`src/rtl/bus_pkg.sv`:
```
// Shared types and default constants for the registered bus slave selector.
package bus_pkg;

  localparam int BUS_ADDR_W     = 32;
  localparam int BUS_DATA_W     = 32;
  localparam int BUS_IDX_W      = 3;
  localparam int BUS_NUM_SLAVES = 8;

  localparam int ROM   = 0;
  localparam int SPM   = 1;
  localparam int TIMER = 2;
  localparam int UART  = 3;
  localparam int GPIO  = 4;

  // Indices above GPIO are left unmapped and return a bus error.
  localparam logic [BUS_NUM_SLAVES-1:0] BUS_SLAVE_MAP =
    BUS_NUM_SLAVES'((1 << ROM) | (1 << SPM) | (1 << TIMER) | (1 << UART) | (1 << GPIO));

  typedef enum logic [1:0] {
    IDLE   = 2'd0,
    ACCESS = 2'd1,
    ERROR  = 2'd2
  } bus_sel_state_e;

endpackage

```
`src/rtl/bus_timeout_cnt.sv`:
```
// Access watchdog: counts cycles while enabled and flags the last permitted cycle.
module bus_timeout_cnt #(
  parameter int TIMEOUT_CYCLES = 255
) (
  input  logic clk_i,
  input  logic rst_n_i,
  input  logic clear_i,
  input  logic enable_i,
  output logic expired_o
);

  localparam int CW = (TIMEOUT_CYCLES > 1) ? $clog2(TIMEOUT_CYCLES) : 1;
  localparam logic [CW-1:0] LAST = CW'(TIMEOUT_CYCLES - 1);

  logic [CW-1:0] cnt_q, cnt_d;

  // Holding at LAST keeps the counter from wrapping if enable lingers.
  always_comb begin
    cnt_d = cnt_q;
    if (clear_i)
      cnt_d = '0;
    else if (enable_i && (cnt_q != LAST))
      cnt_d = cnt_q + 1'b1;
  end

  always_ff @(posedge clk_i or negedge rst_n_i) begin
    if (!rst_n_i) cnt_q <= '0;
    else          cnt_q <= cnt_d;
  end

  assign expired_o = enable_i & (cnt_q == LAST);

endmodule

```
`src/rtl/bus_slave_sel.sv`:
```
// Registered address decoder with per-transaction handshake, read mux and timeout.
// Define BUS_ERR_CAPTURE_EN to record the last faulting address and an error count.
module bus_slave_sel
  import bus_pkg::*;
#(
  parameter int ADDR_WIDTH     = BUS_ADDR_W,
  parameter int DATA_WIDTH     = BUS_DATA_W,
  parameter int ADDR_IDX_WIDTH = BUS_IDX_W,
  parameter int NUM_SLAVES     = BUS_NUM_SLAVES,
  parameter logic [NUM_SLAVES-1:0] SLAVE_MAP = BUS_SLAVE_MAP,
  parameter int TIMEOUT_CYCLES = 255
) (
  input  logic                             clk_i,
  input  logic                             rst_n_i,
  input  logic                             m_req_i,
  input  logic [ADDR_WIDTH-1:0]            m_addr_i,
  output logic                             m_rdy_o,
  output logic                             m_err_o,
  output logic [DATA_WIDTH-1:0]            m_rdata_o,
  output logic [NUM_SLAVES-1:0]            s_cs_o,
  input  logic [NUM_SLAVES-1:0]            s_rdy_i,
  input  logic [NUM_SLAVES*DATA_WIDTH-1:0] s_rdata_i,
  output logic [ADDR_WIDTH-1:0]            err_addr_o,
  output logic [7:0]                       err_cnt_o
);

  localparam int NIDX = 1 << ADDR_IDX_WIDTH;

  bus_sel_state_e state_q, state_d;
  logic [NUM_SLAVES-1:0] cs_q, cs_d, dec;
  logic [DATA_WIDTH-1:0] rdata_q, rdata_d, sel_data;
  logic                  rdy_q, rdy_d, err_q, err_d;
  logic                  sel_rdy, expired;
  logic [ADDR_IDX_WIDTH-1:0] idx;
  logic [NIDX-1:0]           map_ext;

  assign idx = m_addr_i[ADDR_WIDTH-1 -: ADDR_IDX_WIDTH];

  // Indices beyond NUM_SLAVES have no chip-select and are always unmapped.
  for (genvar i = 0; i < NIDX; i++) begin : g_map
    if (i < NUM_SLAVES) begin : g_in
      assign map_ext[i] = SLAVE_MAP[i];
    end else begin : g_out
      assign map_ext[i] = 1'b0;
    end
  end

  always_comb begin
    dec = '0;
    for (int i = 0; i < NUM_SLAVES; i++)
      dec[i] = (idx == ADDR_IDX_WIDTH'(i));
  end

  // The registered one-hot chip-select doubles as the latched index.
  always_comb begin
    sel_rdy  = 1'b0;
    sel_data = '0;
    for (int i = 0; i < NUM_SLAVES; i++) begin
      if (cs_q[i]) begin
        sel_rdy  = sel_rdy | s_rdy_i[i];
        sel_data = sel_data | s_rdata_i[i*DATA_WIDTH +: DATA_WIDTH];
      end
    end
  end

  bus_timeout_cnt #(
    .TIMEOUT_CYCLES (TIMEOUT_CYCLES)
  ) u_tmo (
    .clk_i     (clk_i),
    .rst_n_i   (rst_n_i),
    .clear_i   (state_q != ACCESS),
    .enable_i  (state_q == ACCESS),
    .expired_o (expired)
  );

  always_comb begin
    state_d = state_q;
    cs_d    = cs_q;
    rdata_d = rdata_q;
    rdy_d   = 1'b0;
    err_d   = 1'b0;
    case (state_q)
      IDLE: begin
        if (m_req_i) begin
          if (map_ext[idx]) begin
            state_d = ACCESS;
            cs_d    = dec;
          end else begin
            state_d = ERROR;
            err_d   = 1'b1;
          end
        end
      end
      ACCESS: begin
        // Ready is checked first so it wins over a same-cycle timeout.
        if (sel_rdy) begin
          state_d = IDLE;
          cs_d    = '0;
          rdy_d   = 1'b1;
          rdata_d = sel_data;
        end else if (expired) begin
          state_d = ERROR;
          cs_d    = '0;
          err_d   = 1'b1;
        end
      end
      ERROR: begin
        state_d = IDLE;
      end
      default: begin
        state_d = IDLE;
        cs_d    = '0;
      end
    endcase
  end

  always_ff @(posedge clk_i or negedge rst_n_i) begin
    if (!rst_n_i) begin
      state_q <= IDLE;
      cs_q    <= '0;
      rdata_q <= '0;
      rdy_q   <= 1'b0;
      err_q   <= 1'b0;
    end else begin
      state_q <= state_d;
      cs_q    <= cs_d;
      rdata_q <= rdata_d;
      rdy_q   <= rdy_d;
      err_q   <= err_d;
    end
  end

  assign s_cs_o    = cs_q;
  assign m_rdy_o   = rdy_q;
  assign m_err_o   = err_q;
  assign m_rdata_o = rdata_q;

`ifdef BUS_ERR_CAPTURE_EN
  logic [ADDR_WIDTH-1:0] err_addr_q, err_addr_d;
  logic [7:0]            err_cnt_q, err_cnt_d;

  // err_d is high exactly on the edge that enters ERROR.
  always_comb begin
    err_addr_d = err_addr_q;
    err_cnt_d  = err_cnt_q;
    if (err_d) begin
      err_addr_d = m_addr_i;
      if (err_cnt_q != 8'hFF) err_cnt_d = err_cnt_q + 8'd1;
    end
  end

  always_ff @(posedge clk_i or negedge rst_n_i) begin
    if (!rst_n_i) begin
      err_addr_q <= '0;
      err_cnt_q  <= '0;
    end else begin
      err_addr_q <= err_addr_d;
      err_cnt_q  <= err_cnt_d;
    end
  end

  assign err_addr_o = err_addr_q;
  assign err_cnt_o  = err_cnt_q;
`else
  logic unused_addr_lsbs;
  assign unused_addr_lsbs = ^m_addr_i[ADDR_WIDTH-ADDR_IDX_WIDTH-1:0];
  assign err_addr_o = '0;
  assign err_cnt_o  = '0;
`endif

endmodule

```
`config.mk`:
```
export PLATFORM = sky130hd
export DESIGN_NAME = bus_slave_sel
export DESIGN_NICKNAME = d
export VERILOG_FILES = /design/src/rtl/bus_pkg.sv /design/src/rtl/bus_timeout_cnt.sv /design/src/rtl/bus_slave_sel.sv
export SDC_FILE = /design/constraint.sdc
export NUM_CORES = 1
export LEC_CHECK = 0
export CAP_MARGIN = 10
export CORE_AREA = 10 10 141 143
export DETAILED_ROUTE_END_ITERATION = 10
export DIE_AREA = 0 0 151 153
export PLACE_DENSITY_LB_ADDON = 0.15
export SETUP_SLACK_MARGIN = 0.02
export SYNTH_ARGS = -nofsm -noshare
export SYNTH_HDL_FRONTEND = slang
export SYNTH_SLANG_ARGS = --single-unit
```
`constraint.sdc`:
```
create_clock -name clk_i -period 5.6 [get_ports clk_i]
set_clock_uncertainty 0.1 [all_clocks]
set_input_delay 1.12 -clock clk_i [delete_from_list [all_inputs] [get_ports clk_i]]
set_output_delay 1.12 -clock clk_i [all_outputs]
set_load 0.05 [all_outputs]
```
== Word level (Yosys, flattened, before mapping) ==
Memory sizes are Yosys's and may differ from the RTL's.
Index checks and enable logic that the tools add are counted.
Operators by class
  $add $sub $neg: 1
  $lt $le $gt $ge: 1
  equality and inequality tests: 15
  multiplexer cells: 36
  bitwise logic cells: 16
  reduce and logical (&&, ||, !) cells: 7
Operators by type and width (number)
  32-bit two-way mux: 8
  32-bit bitwise OR: 7
  8-bit two-way mux: 6
  8-bit one-hot mux with 3 select lines: 1
  1-bit two-way mux: 15
  3-bit equality test (second input constant): 4
  8-bit by 1-bit adder with 8-bit output (second input constant): 1
  8-bit equality test (second input constant): 1
  2-bit two-way mux: 4
  8-bit != test (second input constant): 1
  1-bit bitwise OR: 7
  3-bit by 2-bit equality test with 1-bit output (second input constant): 2
  3-bit by 4-bit < comparator with 1-bit output (second input constant): 1
  2-bit != test (second input constant): 2
  2-bit one-hot mux with 2 select lines: 1
  2-bit AND reduction: 2
  4-bit AND reduction: 1
  3-bit by 1-bit equality test with 1-bit output (second input constant): 1
  3-bit zero test: 1
  3-bit != test (second input constant): 1
  2-bit by 1-bit equality test with 1-bit output (second input constant): 1
  2-bit equality test (second input constant): 1
  2-bit zero test: 1
  2-bit by 1-bit != test with 1-bit output (second input constant): 1
  other kinds (5): 5
Word-level totals
  bits in registers: 52
  memory bits (read-only): 8
  input bits: 299
  logic and storage cells: 83
  memories kept: 1
Memory list
  (no name shown): depth 8, bits a word 1, rd ports 1, clocked after memory_dff 0, write ports 0, RTL line bus_slave_sel.sv:85  | if (map_ext[idx]) begin

== Longest topological paths before layout ==
  depth after elaboration: 17
  mapped depth: 6

== By module ==
From an unflattened synthesis, not the netlist that was laid out.
Unflattened totals
  cells, all modules: 400
  area, all modules: 4011.3 µm²
Modules (own cells, without submodules)
  bus_slave_sel: instances 1, cells each 353, area each 3505.9 µm², seq. area each 1101.1 µm²
  bus_timeout_cnt: instances 1, cells each 47, area each 505.5 µm², seq. area each 200.2 µm²

== Least setup slack after synthesis ==
Ideal clock, no wire load.
  kind: input to register
  start point: input s_rdy_i[2]
  end point: register rdata_q[0], in the netlist m_rdata_o[0]
  library setup time: 0.125 ns
  arrival time: 2.152 ns
  data required time: 5.375 ns
  slack: 3.223 ns
  stages on the path: 5
  buffers on the path: 1
  cells stage by stage: a22o_1 -> a221oi_2 -> a21oi_2 -> buf_6 -> mux2_4
On the way
  word-level cells in the longest chain between the ends: 13
Ends and longest elaborated chain
  start, declared: RTL line bus_slave_sel.sv:21  | input logic [NUM_SLAVES-1:0] s_rdy_i,
  1-bit bitwise OR (*): RTL line bus_slave_sel.sv:60  | sel_rdy = sel_rdy | s_rdy_i[i];
  1-bit two-way mux (*): RTL line bus_slave_sel.sv:59  | if (cs_q[i]) begin
  1-bit bitwise OR: RTL line bus_slave_sel.sv:60
  1-bit two-way mux (*): RTL line bus_slave_sel.sv:59
  1-bit bitwise OR: RTL line bus_slave_sel.sv:60
  1-bit two-way mux (*): RTL line bus_slave_sel.sv:59
  1-bit bitwise OR: RTL line bus_slave_sel.sv:60
  1-bit two-way mux (*): RTL line bus_slave_sel.sv:59
  1-bit bitwise OR: RTL line bus_slave_sel.sv:60
  1-bit two-way mux (*): RTL line bus_slave_sel.sv:59
  1-bit bitwise OR: RTL line bus_slave_sel.sv:60
  1-bit two-way mux (*): RTL line bus_slave_sel.sv:59
  2-bit AND reduction (no line) (*)
  end signal, assigned: RTL line bus_slave_sel.sv:127  | rdata_q <= rdata_d;
  end, declared: RTL line bus_slave_sel.sv:31  | logic [DATA_WIDTH-1:0] rdata_q, rdata_d, sel_data;
Every way passes the cells marked *; elsewhere a longest branch is shown, timed or not.
A chain may end at the register's enable or synchronous reset.

== Final worst setup path ==
  start point: input s_rdy_i[3]
  end point: register rdata_q[16], in the netlist m_rdata_o[16]
On the way
  word-level cells in the longest chain between the ends: 11
Ends and longest elaborated chain (RTL line)
  1-bit bitwise OR (*): bus_slave_sel.sv:60
  1-bit two-way mux (*): bus_slave_sel.sv:59
  1-bit bitwise OR: bus_slave_sel.sv:60
  1-bit two-way mux (*): bus_slave_sel.sv:59
  1-bit bitwise OR: bus_slave_sel.sv:60
  1-bit two-way mux (*): bus_slave_sel.sv:59
  1-bit bitwise OR: bus_slave_sel.sv:60
  1-bit two-way mux (*): bus_slave_sel.sv:59
  1-bit bitwise OR: bus_slave_sel.sv:60
  1-bit two-way mux (*): bus_slave_sel.sv:59
  2-bit AND reduction (no line) (*)
Marked as above.

==> impl_metrics.ini <==
[power]
clock_power_share = 0.115
internal_portion_of_total_power_mw = 1.425
p_switching_mw = 1.288
powerDensity_mw_per_mm2 = 377.7
leakage_nw = 2.748
vdd.ir_drop.worst_v = 0.0003398
share_seq_of_total_power = 0.205
p_comb_frac = 0.679
power.share.switching = 0.4747

[drt]
top_layer_used = met5
first_pass_iteration_count_of_the_detailed_router = 5
drtIter0Drc = 357
vias_per_instance = 5.048
detail-route-antenna-nets = 0
wl_per_cell_um = 26.34
route.met3.wl_um = 2019
vias = 4629
drc_errors = 0
wl_met2_um = 12600
m1WireLength_um = 9216
drt_wl_total_um = 24150

[clocking]
numCtsBuffers = 5
max-clock-path-buffers = 2
clock_insertion_delay_worst_skew_ns = 0.29
cts_repair_resize_count = 0
cts.repair_timing.setup_buffer_count = 0
clk_pin_slew_ns = 0.06
cts.sink_count = 52
cts_hold_buf = 0
ctsRootBufferMaster = sky130_fd_sc_hd__clkbuf_16
cts_tree = built
cts_max_level = 2

[synthesis]
netlist-cell-type-count = 35
yosysTopAreaCellShare = 0.3342
synth.yosys.warnings = 0
total_standard_cell_area_after_synthesis_mm2 = 0.003894
synth_seq_area_share = 0.3342
synthCells = 402
yosys-top-cells-area = sky130_fd_sc_hd__dfrtp_1 (33%), sky130_fd_sc_hd__a22oi_1 (25%), sky130_fd_sc_hd__mux2_4 (11%)
synth_area_per_cell_um2 = 9.686
synth_largest_area_cell = sky130_fd_sc_hd__dfrtp_1
number_of_flip_flops_and_latches_in_the_synthesized_netlist = 52

[floorplanning]
die_h_um = 153
io-pin-count = 381
die_outline_area_mm2 = 0.02310
cell_rows = 48
coreArea_mm2 = 0.01706
die_span_x_um = 151
initial_utilization = 0.2283

[critical_path]
critical_path_class = in2reg
critical_path.endpoint_type = flip-flop
critPathRequiredTime_ns = 5.67
critPathArrivalTime_ns = 2.89
reg2reg_from = s_cs_o[6]$_DFFE_PN0P_
critical_path.startpoint = s_rdy_i[3]
worst-path-max-fanout = 33
cp-start-kind = primary input

[global_routing]
grt_use_total = 0.1969
first_pass_grt_wire_length_um = 34660
grt_pass1_vias = 4963
grt_start_max_net_pins = 53
antenna_found_initial = 1
gr-total-overflow = 0

[layout]
fin_nets = 992
ant_diodes = 0
multi_input_comb_area_mm2 = 0.002253
final_layout_size_suffix_gt1_frac = 0.07659
seq_area_mm2 = 0.001301
fillerInstances = 1681
fin_util = 0.4210
instances_no_fill = 917
fin_area_mm2 = 0.007181
area_delta_synth_final_pct = 84.42

[sta]
rsz_0062_raised_after_global_routing = no
period_minus_slack_ns = 2.823
setup_viol = 0
count_of_pins_over_their_slew_limit = 0
final-hold-violation-count = 0
max_clock_freq_mhz = 354.2
layout_worst_path_cycle_share = 0.5041
worstMarginPinSlew_ns = 0.6931
max-slew-margin-rel = 0.5380
setup_tns_ns = 0

[min_path]
min_from = m_rdata_o[20]$_DFFE_PN0P_
hold_path_class = reg2reg

[placed_design]
dpl.hpwl_um = 18730
numPortBuffers = 311
gpl.final_weighted_congestion = 0.8485
detailed_place.area_mm2 = 0.007034
post-place-cells = 909

[run]
max_cap_viol_count = 0

[run_status]
outcome = finished clean
-- registers in the layout (all words and copies together), names as in the netlist --
signal,flops
m_rdata_o,32
s_cs_o,8
u_tmo.cnt_q,8
state_q,2
m_err_o,1
m_rdy_o,1
-- synth_stat cells --
library cell and number:
sky130_fd_sc_hd__nor2_1 7, sky130_fd_sc_hd__buf_2 4, sky130_fd_sc_hd__mux2_4 29, sky130_fd_sc_hd__a21oi_2 1, sky130_fd_sc_hd__and3_1 2, sky130_fd_sc_hd__nor3_1 2
sky130_fd_sc_hd__a22oi_1 129, sky130_fd_sc_hd__and4_1 1, sky130_fd_sc_hd__or4b_2 1, sky130_fd_sc_hd__a21oi_1 3, sky130_fd_sc_hd__a22o_1 2, sky130_fd_sc_hd__ha_1 2
sky130_fd_sc_hd__conb_1 1, sky130_fd_sc_hd__nand2_1 14, sky130_fd_sc_hd__nand3b_1 1, sky130_fd_sc_hd__and4b_1 1, sky130_fd_sc_hd__buf_4 40, sky130_fd_sc_hd__clkbuf_1 29
sky130_fd_sc_hd__xnor2_1 3, sky130_fd_sc_hd__nand4_1 35, sky130_fd_sc_hd__a221oi_2 2, sky130_fd_sc_hd__xor2_1 1, sky130_fd_sc_hd__a311oi_1 2, sky130_fd_sc_hd__inv_1 4
sky130_fd_sc_hd__a31oi_1 2, sky130_fd_sc_hd__dfrtp_1 52, sky130_fd_sc_hd__nand3_1 3, sky130_fd_sc_hd__o21ai_0 13, sky130_fd_sc_hd__a32oi_1 2, sky130_fd_sc_hd__nor3b_1 3
sky130_fd_sc_hd__nor2b_1 2, sky130_fd_sc_hd__buf_6 4, sky130_fd_sc_hd__mux2_2 3, sky130_fd_sc_hd__buf_1 1, sky130_fd_sc_hd__a211oi_1 1
-- placed cells by master (no fill, tap or decap), drive strengths merged, types with 7 or more instances in the layout --
cell type / count
buf: 11
clkbuf: 8
nor2: 7
conb: 40
o21ai: 13
nand2: 14
dfrtp: 52
clkdlybuf4s50: 310
mux2: 32
a22oi: 129
nand4: 35
-- metrics by stage --
step	setup WS [ns]	total power, mW	hold WS, ns
after floorplan	3.223	1.736	0.3768
after global placement	2.467	2.416	0.3941
after detailed placement	2.438	2.422	0.3963
after CTS	2.748	2.749	0.4123
after global routing	2.677	2.861	0.4314
final	2.777	2.712	0.4084
-- routing by layer --
layer	global-route usage	vias to the layer above
met2	0.3551	210
met1	0.2223	2305
li1	-	2090
met4	0.03943	2
met3	0.05787	22
met5	0	-
-- power groups by stage --
stage                     sequential, mW  combinational (mW)  clock (mW)
final                              0.557                1.84       0.312
after global routing               0.573                1.95       0.336
after CTS                          0.557                1.87       0.324
after detailed placement           0.564                1.86           0
after global placement             0.559                1.86           0
after floorplan                    0.901               0.835           0
-- critical path, cell delays in order --
cell,delay [ns]
sky130_fd_sc_hd__clkdlybuf4s50_1,0.46
sky130_fd_sc_hd__a22o_1,0.13
sky130_fd_sc_hd__a221oi_2,0.06
sky130_fd_sc_hd__a21oi_4,0.17
sky130_fd_sc_hd__buf_4,0.52
sky130_fd_sc_hd__mux2_2,0.41
-- worst paths after layout --
path                                              to  slack [ns]  cells past startpoint
max                        m_rdata_o[16]$_DFFE_PN0P_        2.78                      6
min                        m_rdata_o[20]$_DFFE_PN0P_        0.41                      1
max reg2reg                m_rdata_o[16]$_DFFE_PN0P_        3.15                      6
min reg2reg                m_rdata_o[20]$_DFFE_PN0P_        0.41                      1
max in group asynchronous   m_rdata_o[3]$_DFFE_PN0P_        4.07                      2
min in group asynchronous  m_rdata_o[17]$_DFFE_PN0P_        0.87                      2
-- area by class of cell --
type,count,area share
multi-input combinational,307,0.3138
timing repair buffer,321,0.4433
inverter,4,0.002091
clock buffer,8,0.02039
sequential,52,0.1812
tap,225,0.03921
-- cell families (layout without fill, tap and decap cells) --
group / Yosys count / count (layout) / share of synthesized area
AO/OA/AOI/OAI: 157 / 157 / 0.2979
XOR/XNOR: 4 / 4 / 0.008999
adder cells (fa/ha/maj): 2 / 2 / 0.006426
buffers and inverters: 82 / 333 / 0.1266
flip-flops: 52 / 52 / 0.3342
multiplexers: 32 / 32 / 0.1205
other: 1 / 40 / 0.0009631
AND/OR/NAND/NOR: 72 / 72 / 0.1044
No activity file was read; power rests on OpenSTA's default activity.
